<file path="src/rtl/vga_timing_gen.sv">
`default_nettype none
// ============================================================================
// Module   : vga_timing_gen
// Brief    : Parametrised VGA timing generator with pixel-tick divider,
//            sync polarity control, enable/freeze and line/frame strobes.
//            Define VGA_TIMING_FRAME_CNT_EN to add a 16-bit frame counter.
// Revision : 1.0 - initial release
// ============================================================================
module vga_timing_gen #(
  parameter int H_ACTIVE  = 640,
  parameter int H_FP      = 16,
  parameter int H_SYNC    = 96,
  parameter int H_BP      = 48,
  parameter int V_ACTIVE  = 480,
  parameter int V_FP      = 10,
  parameter int V_SYNC    = 2,
  parameter int V_BP      = 33,
  parameter int HSYNC_POL = 0,
  parameter int VSYNC_POL = 0,
  parameter int CLK_DIV   = 1,
  parameter int CNT_W     = 10
) (
  input  logic             clk,
  input  logic             rst_n,
  input  logic             en,
  output logic [CNT_W-1:0] pixel_x,
  output logic [CNT_W-1:0] pixel_y,
  output logic             video_on,
  output logic             hsync,
  output logic             vsync,
  output logic             p_tick,
  output logic             line_start,
`ifdef VGA_TIMING_FRAME_CNT_EN
  output logic             frame_start,
  output logic [15:0]      frame_cnt
`else
  output logic             frame_start
`endif
);

  localparam int c_h_total    = H_ACTIVE + H_FP + H_SYNC + H_BP;
  localparam int c_v_total    = V_ACTIVE + V_FP + V_SYNC + V_BP;
  localparam int c_hs_start   = H_ACTIVE + H_FP;
  localparam int c_hs_end     = H_ACTIVE + H_FP + H_SYNC;
  localparam int c_vs_start   = V_ACTIVE + V_FP;
  localparam int c_vs_end     = V_ACTIVE + V_FP + V_SYNC;
  localparam int c_div_w      = (CLK_DIV > 1) ? $clog2(CLK_DIV) : 1;
  localparam logic c_hs_pol   = (HSYNC_POL != 0);
  localparam logic c_vs_pol   = (VSYNC_POL != 0);

  logic             w_div_last;
  logic             w_h_last;
  logic             w_v_last;
  logic [CNT_W-1:0] r_h_cnt;
  logic [CNT_W-1:0] r_v_cnt;

  // With no division every enabled clock is a pixel tick.
  generate
    if (CLK_DIV <= 1) begin : g_div_bypass
      assign w_div_last = 1'b1;
    end else begin : g_div_count
      logic [c_div_w-1:0] r_div_cnt;

      always_ff @(posedge clk) begin
        if (!rst_n) begin
          r_div_cnt <= '0;
        end else if (en) begin
          if (r_div_cnt == c_div_w'(CLK_DIV - 1)) begin
            r_div_cnt <= '0;
          end else begin
            r_div_cnt <= r_div_cnt + 1'b1;
          end
        end
      end

      assign w_div_last = (r_div_cnt == c_div_w'(CLK_DIV - 1));
    end
  endgenerate

  assign p_tick   = en & w_div_last;
  assign w_h_last = (r_h_cnt == CNT_W'(c_h_total - 1));
  assign w_v_last = (r_v_cnt == CNT_W'(c_v_total - 1));

  always_ff @(posedge clk) begin
    if (!rst_n) begin
      r_h_cnt <= '0;
      r_v_cnt <= '0;
    end else if (p_tick) begin
      if (w_h_last) begin
        r_h_cnt <= '0;
        r_v_cnt <= w_v_last ? '0 : r_v_cnt + 1'b1;
      end else begin
        r_h_cnt <= r_h_cnt + 1'b1;
      end
    end
  end

`ifdef VGA_TIMING_FRAME_CNT_EN
  logic [15:0] r_frame_cnt;

  always_ff @(posedge clk) begin
    if (!rst_n) begin
      r_frame_cnt <= '0;
    end else if (p_tick && w_h_last && w_v_last) begin
      r_frame_cnt <= r_frame_cnt + 16'd1;
    end
  end

  assign frame_cnt = r_frame_cnt;
`endif

  // Every output is a pure decode of the counters so all describe one pixel.
  assign pixel_x     = r_h_cnt;
  assign pixel_y     = r_v_cnt;
  assign video_on    = (r_h_cnt < CNT_W'(H_ACTIVE)) && (r_v_cnt < CNT_W'(V_ACTIVE));
  assign hsync       = ((r_h_cnt >= CNT_W'(c_hs_start)) && (r_h_cnt < CNT_W'(c_hs_end)))
                       ? c_hs_pol : ~c_hs_pol;
  assign vsync       = ((r_v_cnt >= CNT_W'(c_vs_start)) && (r_v_cnt < CNT_W'(c_vs_end)))
                       ? c_vs_pol : ~c_vs_pol;
  assign line_start  = p_tick && (r_h_cnt == '0);
  assign frame_start = p_tick && (r_h_cnt == '0) && (r_v_cnt == '0);

endmodule
`default_nettype wire

</file>
<file path="config.mk">
export PLATFORM = sky130hd
export DESIGN_NAME = vga_timing_gen
export DESIGN_NICKNAME = d
export VERILOG_FILES = /design/src/rtl/vga_timing_gen.sv
export SDC_FILE = /design/constraint.sdc
export NUM_CORES = 1
export LEC_CHECK = 0
export CAP_MARGIN = 0
export CORE_MARGIN = 2
export CORE_UTILIZATION = 51
export CTS_CLUSTER_DIAMETER = 200
export DETAILED_ROUTE_END_ITERATION = 16
export MAX_ROUTING_LAYER = met4
export PLACE_DENSITY = 0.85
export REMOVE_ABC_BUFFERS = 1
export SETUP_SLACK_MARGIN = 0.1
export SLEW_MARGIN = 20
export SYNTH_ARGS = -nofsm -noshare
export SYNTH_HDL_FRONTEND = slang
export SYNTH_SLANG_ARGS = --single-unit
</file>
<file path="constraint.sdc">
create_clock -name clk -period 3.7 [get_ports clk]
set_clock_uncertainty 0.15 [all_clocks]
set_input_delay 0.555 -clock clk [delete_from_list [all_inputs] [get_ports clk]]
set_output_delay 0.555 -clock clk [all_outputs]
set_load 0.005 [all_outputs]
</file>
==> run_results.csv, run 1 <==
group,metric,value,unit
min_path,hold_class,"register to register",
global_routing,grt_pass1_vias,1006,
synth,synth-edff-count,0,
timing,final_hold_viol_count,0,
status,status,"completed",
critical_path,crit_required,2.99,ns
timing,slew_violations,0,
die,io_pins,29,
die,coreArea,2000,um^2
global_routing,use_met3,2.68,%
timing,max_freq,319,MHz
synth,synth_cell_types,39,
drt,route.final.wire_length,2740,um
finish,final_nets,166,
clocking,clockRootBuffer,"clkbuf_4",
synth,netlist_area,1110,um^2
placement,dp_slack,0.582,ns
finish,register_area,400,um^2
timing,worst_slew_pin_slew,0.811,ns
placement,dpl.hpwl,2000,um
timing,rsz0062_at_grt,"no",
pwr,report.power.total,0.000382,W
critical_path,cp_slowest_stage_delay,0.65,ns
clocking,clock_sinks,20,
clocking,cts_buffer_depth,2,
job,maxCapViolCount,0,
synth,syn_inst,130,
finish,multi_input_area,669,um^2
global_routing,grt_use_met1,28.8,%
drt,route.detailed.drc,0,
global_routing,grt-busiest-layer,"met2",
clocking,cts-resized-gates,0,
placement,place.port_buffers,28,
clocking,worstSkewPairLatency,0.30,ns
critical_path,critPathLaunch,"en",
finish,layout_common_cells,"clkdlybuf4s50_1 (28), dfxtp_1 (20), nor2_1 (12), nand2_1 (11), nand3_1 (10)",
critical_path,crit_chain,"clkdlybuf4s50_1 > nor4b_1 > and4_1 > and4_1 > clkdlybuf4s50_1",
drt,ant_nets,0,
finish,final_common_cell,"clkdlybuf4s50_1",
critical_path,end_kind,"output pin",
timing,postLayoutSetupSlackWorst,0.567,ns
timing,timing.final.crit_share,84.7,%
finish,instances_no_fill,185,
drt,wl_per_cell,14.8,um
drt,avgViaCountPerCell,5.90,
synth,synth_flop_cell,"dfxtp_1",
critical_path,r2r_slack,1.38,ns
global_routing,grt_pass1_wl,4490,um
min_path,min-delay-start,"pixel_y[8]$_SDFFE_PN0P_",
die,dieArea,2570,um^2
critical_path,r2r_start,"pixel_x[0]$_SDFFE_PN0P_",
die,start_util,55.6,%
finish,diodes,0,
drt,drt_pass1_iterations,4,
pwr,irDropWorstVdd,0.243,mV
drt,drt-initial-drc-count,33,
critical_path,cp_max_fo,8,
finish,final_core_util,71.9,%
die,rows,16,
placement,gp_congestion,0.871,
clocking,cts-htree-levels,1,
global_routing,track_usage,23.3,%
critical_path,path_class,"primary input to output pin",
critical_path,crit_path_top_delay_cell,"clkdlybuf4s50_1",
synth,yosysSeqAreaShare,36.0,%
clocking,cts_setup_buffers,0,
finish,areaGrowthSynthToFinish,29.4,%
finish,drive_above_1_share,6.33,%
pwr,p_leak,0.512,nW
global_routing,antenna_found_initial,0,
drt,vias,1091,
synth,ys_ff_latch,20,
pwr,power_density,265,nW/um^2
critical_path,crit_buf_inv,2,
finish,fillers,160,
placement,dp_cells,181,
die,dieWidth,50.7,um
critical_path,start_kind,"primary input",
clocking,cts_tree,"yes",
timing,tns,0,ns
global_routing,met2_usage,37.5,%
die,dieHeight,50.7,um
clocking,holdBufCountCts,0,
global_routing,gr-total-overflow,0,
synth,yosysWarnings,0,
timing,relSlewSlack,45.2,%
timing,setup_violations,0,
clocking,clkTransAtPathRegs,0.12,ns
synth,syn_area_per_cell,8.56,um^2
timing,period_minus_slack,3.13,ns
global_routing,grt_max_degree,14,
critical_path,cp_top_family,"buffers and inverters",
critical_path,cp.arrival,2.43,ns
synth,async_reset_ff_share,0,%
clocking,cts_buffers,3,
kinds of logic after synthesis:
logic type      after synthesis  synth area share [%]
compound gates               17                  10.1
xor+xnor                     10                  7.87
fa+ha+maj                     4                  4.50
buf+inv                       9                  3.82
flops                        20                  36.0
simple gates                 70                  37.7
registers in the layout, summed over array words and instances, names as in the netlist:
name     cells
pixel_x     10
pixel_y     10
routing by layer:
layer / up-vias / share of wire, %
met3: 4 / 3.5
met4: 0 / 1.4
met5: - / 0
li1: 534 / -
met2: 36 / 50
met1: 517 / 45
power by group:
| group | total [W] | internal, W | switching (W) | leakage [nW] |
|---|---|---|---|---|
| Clock | 0.000131 | 0.0000600 | 0.0000711 | 0.0210 |
| Combinational | 0.0000303 | 0.0000165 | 0.0000138 | 0.330 |
| Sequential | 0.000221 | 0.000218 | 0.00000304 | 0.161 |
path summary, 6_finish.rpt:
check                                                to  depth (start not counted)
worst min register to register  pixel_y[8]$_SDFFE_PN0P_                          1
worst max register to register  pixel_y[6]$_SDFFE_PN0P_                          5
worst max-delay path                        frame_start                          5
worst min-delay path            pixel_y[8]$_SDFFE_PN0P_                          1
cell usage after synthesis, drive strengths merged (2+ instances only):
| cell | instances | area share (%) |
|---|---|---|
| a21oi | 2 | 0.90 |
| and2 | 4 | 2.2 |
| and3 | 5 | 2.9 |
| and4 | 4 | 3.3 |
| buf | 3 | 1.8 |
| dfxtp | 20 | 36 |
| ha | 4 | 4.5 |
| inv | 5 | 1.7 |
| nand2 | 11 | 3.7 |
| nand3 | 10 | 4.5 |
| nand4 | 3 | 3.0 |
| nor2 | 12 | 4.0 |
| nor2b | 2 | 1.1 |
| nor3 | 5 | 2.2 |
| nor4 | 2 | 1.1 |
| nor4b | 2 | 1.6 |
| nor4bb | 2 | 1.8 |
| o21ai | 6 | 2.7 |
| o311ai | 2 | 1.6 |
| o41ai | 2 | 1.6 |
| or3 | 3 | 1.8 |
| xnor2 | 7 | 5.5 |
| xor2 | 3 | 2.4 |
cell type report:
class | instances | area share [%]
clock buffers | 4 | 2.52
inverters | 5 | 1.30
multi-input cells | 101 | 46.5
flip-flops and latches | 20 | 27.8
well taps | 27 | 2.35
repair buffers | 28 | 19.5
per-stage QoR:
step / hold WS, ns / instance area (um^2)
global route: 0.431 / 1440
CTS: 0.402 / 1440
finish: 0.404 / 1440
global placement: 0.379 / 1400
detailed placement: 0.396 / 1400
floorplan: 0.345 / 1090
(Power assumes the default switching activity.)
==> run 2: changes to the inputs <==
--- a/config.mk
+++ b/config.mk
@@ -7,11 +7,11 @@
 export LEC_CHECK = 0
 export CAP_MARGIN = 0
 export CORE_MARGIN = 2
-export CORE_UTILIZATION = 51
+export CORE_UTILIZATION = 47
 export CTS_CLUSTER_DIAMETER = 200
 export DETAILED_ROUTE_END_ITERATION = 16
 export MAX_ROUTING_LAYER = met4
-export PLACE_DENSITY = 0.85
+export PLACE_DENSITY = 0.8
 export REMOVE_ABC_BUFFERS = 1
 export SETUP_SLACK_MARGIN = 0.1
 export SLEW_MARGIN = 20
==> constraint.sdc (replaced) <==
create_clock -name clk -period 3.16 [get_ports clk]
set_clock_uncertainty 0.15 [all_clocks]
set_input_delay 0.474 -clock clk [delete_from_list [all_inputs] [get_ports clk]]
set_output_delay 0.474 -clock clk [all_outputs]
set_load 0.005 [all_outputs]
==> run 2 against run 1 <==
Compared with the run above:
- final cell count rose by 1.6%
- via count shrank 1.5%
- sequential share of layout area is 0.31 points lower
- cell area increased by 1.1%
- critical path type unchanged
- die area increased by 7.8%
- global-route usage shrank 1.3 points
- hold slack worse by 0.014 ns
==> run_results.csv, run 2 (synthesis results as in run 1) <==
group,metric,value,unit
timing,final_hold_viol_count,0,
critical_path,rr_worst_depth,5,
pwr,p_leak,0.523,nW
clocking,cts_setup_buffers,0,
clocking,clock_sinks,20,
critical_path,endpoint,"frame_start",
finish,areaGrowthSynthToFinish,30.8,%
clocking,cts-htree-levels,1,
die,coreArea,2230,um^2
drt,route.detailed.drc,0,
die,rows,17,
clocking,worstSkewPairLatency,0.30,ns
die,io_pins,29,
pwr,switching_power,0.000100,W
global_routing,gr-total-overflow,0,
placement,gp_congestion,0.855,
pwr,power_density,306,nW/um^2
critical_path,cp.arrival,2.11,ns
critical_path,r2r_start,"pixel_x[0]$_SDFFE_PN0P_",
die,dieArea,2770,um^2
clocking,clockRootBuffer,"clkbuf_4",
pwr,pwr-share-seq,58.0,%
global_routing,grt_pass1_wl,4510,um
critical_path,cp_max_fo,2,
critical_path,critPathLaunch,"en",
critical_path,start_kind,"primary input",
finish,layout_common_cells,"clkdlybuf4s50_1 (28), dfxtp_1 (20), nor2_1 (12), nand2_1 (11), nand3_1 (10)",
global_routing,track_usage,22.0,%
finish,drive_above_1_share,7.50,%
global_routing,antenna_found_initial,0,
global_routing,grt_max_degree,14,
drt,drt_pass1_iterations,4,
pwr,p_comb_share,8.1,%
finish,final_common_cell,"clkdlybuf4s50_1",
timing,slew_violations,0,
finish,final_nets,168,
clocking,clkTransAtPathRegs,0.12,ns
finish,fillers,210,
clocking,cts_buffer_depth,2,
timing,setup_violations,0,
finish,final_core_util,65.2,%
critical_path,path_class,"primary input to output pin",
drt,avgViaCountPerCell,5.72,
finish,diodes,0,
critical_path,end_kind,"output pin",
finish,design_area,1460,um^2
die,start_util,49.8,%
pwr,sw_frac_of_total,22.6,%
min_path,min-delay-start,"pixel_y[8]$_SDFFE_PN0P_",
timing,whs,0.390,ns
pwr,clock_power_share,33.9,%
global_routing,grt_pass1_vias,991,
timing,worst_slew_pin_slew,0.461,ns
critical_path,rr_endpoint,"pixel_y[6]$_SDFFE_PN0P_",
timing,max_freq,366,MHz
min_path,hold_class,"register to register",
pwr,irDropWorstVdd,0.214,mV
timing,relSlewSlack,69.0,%
drt,route.final.wire_length,2680,um
drt,drt-initial-drc-count,28,
drt,vias,1075,
placement,place_area,1420,um^2
die,dieHeight,52.7,um
clocking,cts_tree,"yes",
placement,place.port_buffers,28,
placement,dpl.hpwl,1910,um
timing,period_minus_slack,2.74,ns
drt,wl_per_cell,14.2,um
job,maxCapViolCount,0,
timing,tns,0,ns
drt,ant_nets,0,
clocking,cts_buffers,3,
status,status,"completed",
critical_path,r2r_slack,0.86,ns
timing,rsz0062_at_grt,"no",
pwr,report.power.total,0.000445,W
clocking,holdBufCountCts,0,
finish,multi_input_area,669,um^2
critical_path,crit_required,2.54,ns
pwr,intPower,0.000345,W
clocking,cts-resized-gates,0,
min_path,hold_path_depth,1,
die,dieWidth,52.7,um
finish,register_area,400,um^2
timing,timing.final.crit_share,86.6,%
run 2: cell count changes in the layout (fill, tap and decap cells not counted):
cell,before,now
buf_4,0,2
run 2: worst min-delay path by stage:
stage | end | slack [ns]
2_1_floorplan | pixel_y[8]$_SDFFE_PN0P_ | 0.35
3_3_place_gp | pixel_y[8]$_SDFFE_PN0P_ | 0.37
3_5_place_dp | pixel_y[8]$_SDFFE_PN0P_ | 0.37
4_1_cts | pixel_y[8]$_SDFFE_PN0P_ | 0.39
5_1_grt | pixel_y[8]$_SDFFE_PN0P_ | 0.43
6_report | pixel_y[8]$_SDFFE_PN0P_ | 0.39
run 2: critical path, cell delays in order:
cell	delay, ns
clkdlybuf4s50_1	0.47
nor4b_1	0.24
and4_1	0.27
and4_1	0.17
clkdlybuf4s50_1	0.49
run 2: cell type report:
| type | count | share of cell area (%) |
|---|---|---|
| Tap cell | 28 | 2.41 |
| Clock buffer | 4 | 2.49 |
| Multi-Input combinational cell | 101 | 46.0 |
| Inverter | 5 | 1.29 |
| Sequential cell | 20 | 27.5 |
| Timing Repair Buffer | 30 | 20.3 |
run 2: stage by stage:
stage	setup WS [ns]	cells
after floorplan	1.06	126
after global placement	0.455	184
after detailed placement	0.456	184
after CTS	0.455	188
after global routing	0.355	188
final	0.424	188
run 2: per-layer routing:
| metal | vias to the layer above | track usage, % | routed length (um) | share of wire [%] |
|---|---|---|---|---|
| li1 | 532 | - | - | - |
| met1 | 498 | 28.7 | 1270 | 47 |
| met2 | 43 | 35.0 | 1230 | 46 |
| met3 | 2 | 3.43 | 170 | 6.4 |
| met4 | 0 | 6.41 | 8 | 0.30 |
| met5 | - | - | 0 | 0 |
run 2: power groups by stage:
| stage | registers (W) | clock network (W) | logic [W] |
|---|---|---|---|
| CTS | 0.000258 | 0.000155 | 0.0000360 |
| detailed placement | 0.000264 | 0 | 0.0000357 |
| floorplan | 0.000263 | 0 | 0.0000134 |
| global route | 0.000259 | 0.000163 | 0.0000402 |
| global placement | 0.000264 | 0 | 0.0000358 |
| finish | 0.000258 | 0.000151 | 0.0000359 |
==> run 3: changes to the inputs <==
==> constraint.sdc (replaced) <==
create_clock -name clk -period 3.16 [get_ports clk]
set_clock_uncertainty 0.15 [all_clocks]
set_input_delay 0.474 -clock clk [delete_from_list [all_inputs] [get_ports clk]]
set_output_delay 0.474 -clock clk [all_outputs]
set_load 0.1 [all_outputs]
==> run 3 against run 2 <==
Compared with the run above:
- core utilization is 2.1 points lower
- power is 11% higher
- fmax is 1.5% lower
- count of clock-buffer cells in the layout stayed put
- setup slack worse by 0.042 ns
- wire length is 0.82% lower
- sequential power hardly changed
- sequential share of layout area is 0.93 points higher
- clock power hardly changed
- flip-flop and latch count stayed put
- via count is 0.28% higher
- critical path type unchanged
- critical endpoint unchanged
- largest cell class unchanged
==> run_results.csv, run 3 (synthesis results as in run 1) <==
group,metric,value,unit
timing,timing.final.crit_share,87.9,%
clocking,cts-htree-levels,1,
timing,whs,0.402,ns
critical_path,rr_worst_depth,5,
timing,tns,0,ns
critical_path,r2r_slack,0.89,ns
finish,final_core_util,63.0,%
critical_path,critPathLaunch,"en",
finish,fillers,213,
clocking,cts_setup_buffers,0,
clocking,worstSkewPairLatency,0.30,ns
finish,final_common_cell,"buf_4",
finish,layout_common_cells,"buf_4 (25), dfxtp_1 (20), nor2_1 (12), nand2_1 (11), nand3_1 (10)",
finish,register_area,400,um^2
global_routing,antenna_found_initial,0,
clocking,clkTransAtPathRegs,0.11,ns
timing,max_freq,360,MHz
critical_path,cp_max_fo,8,
drt,ant_nets,0,
clocking,cts_tree,"yes",
clocking,cts_buffers,3,
drt,vias,1078,
timing,period_minus_slack,2.78,ns
clocking,clockRootBuffer,"clkbuf_4",
die,dieHeight,52.7,um
drt,drt_pass1_iterations,4,
placement,dpl.hpwl,2010,um
clocking,clock_sinks,20,
placement,place_area,1370,um^2
finish,final_nets,167,
placement,place.port_buffers,28,
finish,design_area,1410,um^2
finish,areaGrowthSynthToFinish,26.5,%
finish,instances_no_fill,187,
critical_path,rr_endpoint,"pixel_y[6]$_SDFFE_PN0P_",
finish,diodes,0,
critical_path,start_kind,"primary input",
global_routing,grt_pass1_vias,972,
die,start_util,49.8,%
pwr,irDropWorstVdd,0.324,mV
finish,drive_above_1_share,23.3,%
drt,wl_per_cell,14.2,um
finish,multi_input_area,669,um^2
job,maxCapViolCount,0,
status,status,"completed",
timing,setup_violations,0,
pwr,power_density,351,nW/um^2
timing,rsz0062_at_grt,"no",
clocking,cts_buffer_depth,2,
critical_path,path_class,"primary input to output pin",
pwr,p_leak,0.569,nW
drt,avgViaCountPerCell,5.76,
die,rows,17,
clocking,holdBufCountCts,0,
timing,relSlewSlack,66.6,%
die,dieArea,2770,um^2
global_routing,grt_pass1_wl,4460,um
critical_path,crit_required,2.54,ns
global_routing,grt_max_degree,14,
min_path,hold_class,"register to register",
drt,route.detailed.drc,0,
critical_path,end_kind,"output pin",
die,coreArea,2230,um^2
critical_path,r2r_start,"pixel_x[0]$_SDFFE_PN0P_",
global_routing,gr-total-overflow,0,
timing,final_hold_viol_count,0,
drt,drt-initial-drc-count,20,
die,dieWidth,52.7,um
critical_path,cp.arrival,2.15,ns
clocking,cts-resized-gates,0,
timing,slew_violations,0,
placement,dp_cells,183,
placement,gp_congestion,0.884,
global_routing,track_usage,22.2,%
drt,route.final.wire_length,2650,um
timing,worst_slew_pin_slew,0.497,ns
critical_path,endpoint,"frame_start",
die,io_pins,29,
==> run 3: cell count changes in the layout (fill, tap and decap cells not counted), sizes merged <==
cell           delta
clkdlybuf4s50    -26
buf              +25
==> run 3: report_power, final <==
part	switching, W	internal [W]	total (W)
combinational	0.0000625	0.0000243	0.0000868
clock	0.0000786	0.0000702	0.000149
sequential	0.00000358	0.000255	0.000258
==> run 3: worst min path at each step <==
stage / slack, ns / depth (start not counted) / start / to
floorplan: 0.44 / 2 / rst_n / pixel_y[7]$_SDFFE_PN0P_
global placement: 0.38 / 1 / pixel_y[8]$_SDFFE_PN0P_ / pixel_y[8]$_SDFFE_PN0P_
detailed placement: 0.38 / 1 / pixel_y[8]$_SDFFE_PN0P_ / pixel_y[8]$_SDFFE_PN0P_
CTS: 0.40 / 1 / pixel_y[8]$_SDFFE_PN0P_ / pixel_y[8]$_SDFFE_PN0P_
global route: 0.44 / 1 / pixel_y[8]$_SDFFE_PN0P_ / pixel_y[8]$_SDFFE_PN0P_
finish: 0.40 / 1 / pixel_y[8]$_SDFFE_PN0P_ / pixel_y[8]$_SDFFE_PN0P_
==> run 3: cell type report <==
cell class | instances | area share (%)
clock buffer | 4 | 2.58
inverter | 5 | 1.33
multi-input combinational | 101 | 47.6
sequential | 20 | 28.4
tap | 28 | 2.49
timing repair buffer | 29 | 17.6
==> run 3: per-layer routing <==
metal,track usage (%),share of wire (%),wire length [um]
met1,28.1,44,1160
met2,35.4,49,1310
met3,2.86,5.9,157
met4,9.40,0.98,26
met5,-,0,0
==> run 3: stage by stage <==
stage,power (W),worst slack [ns]
5_1_grt,0.000515,0.326
4_1_cts,0.000498,0.400
6_report,0.000494,0.382
3_5_place_dp,0.000351,0.409
2_1_floorplan,0.000317,-0.752
3_3_place_gp,0.000350,0.455
==> run 3: worst max-delay path, stage by stage <==
cell             delay (ns)
clkdlybuf4s50_1        0.68
nor4b_1                0.26
and4_1                 0.31
and4_1                 0.25
buf_12                 0.18
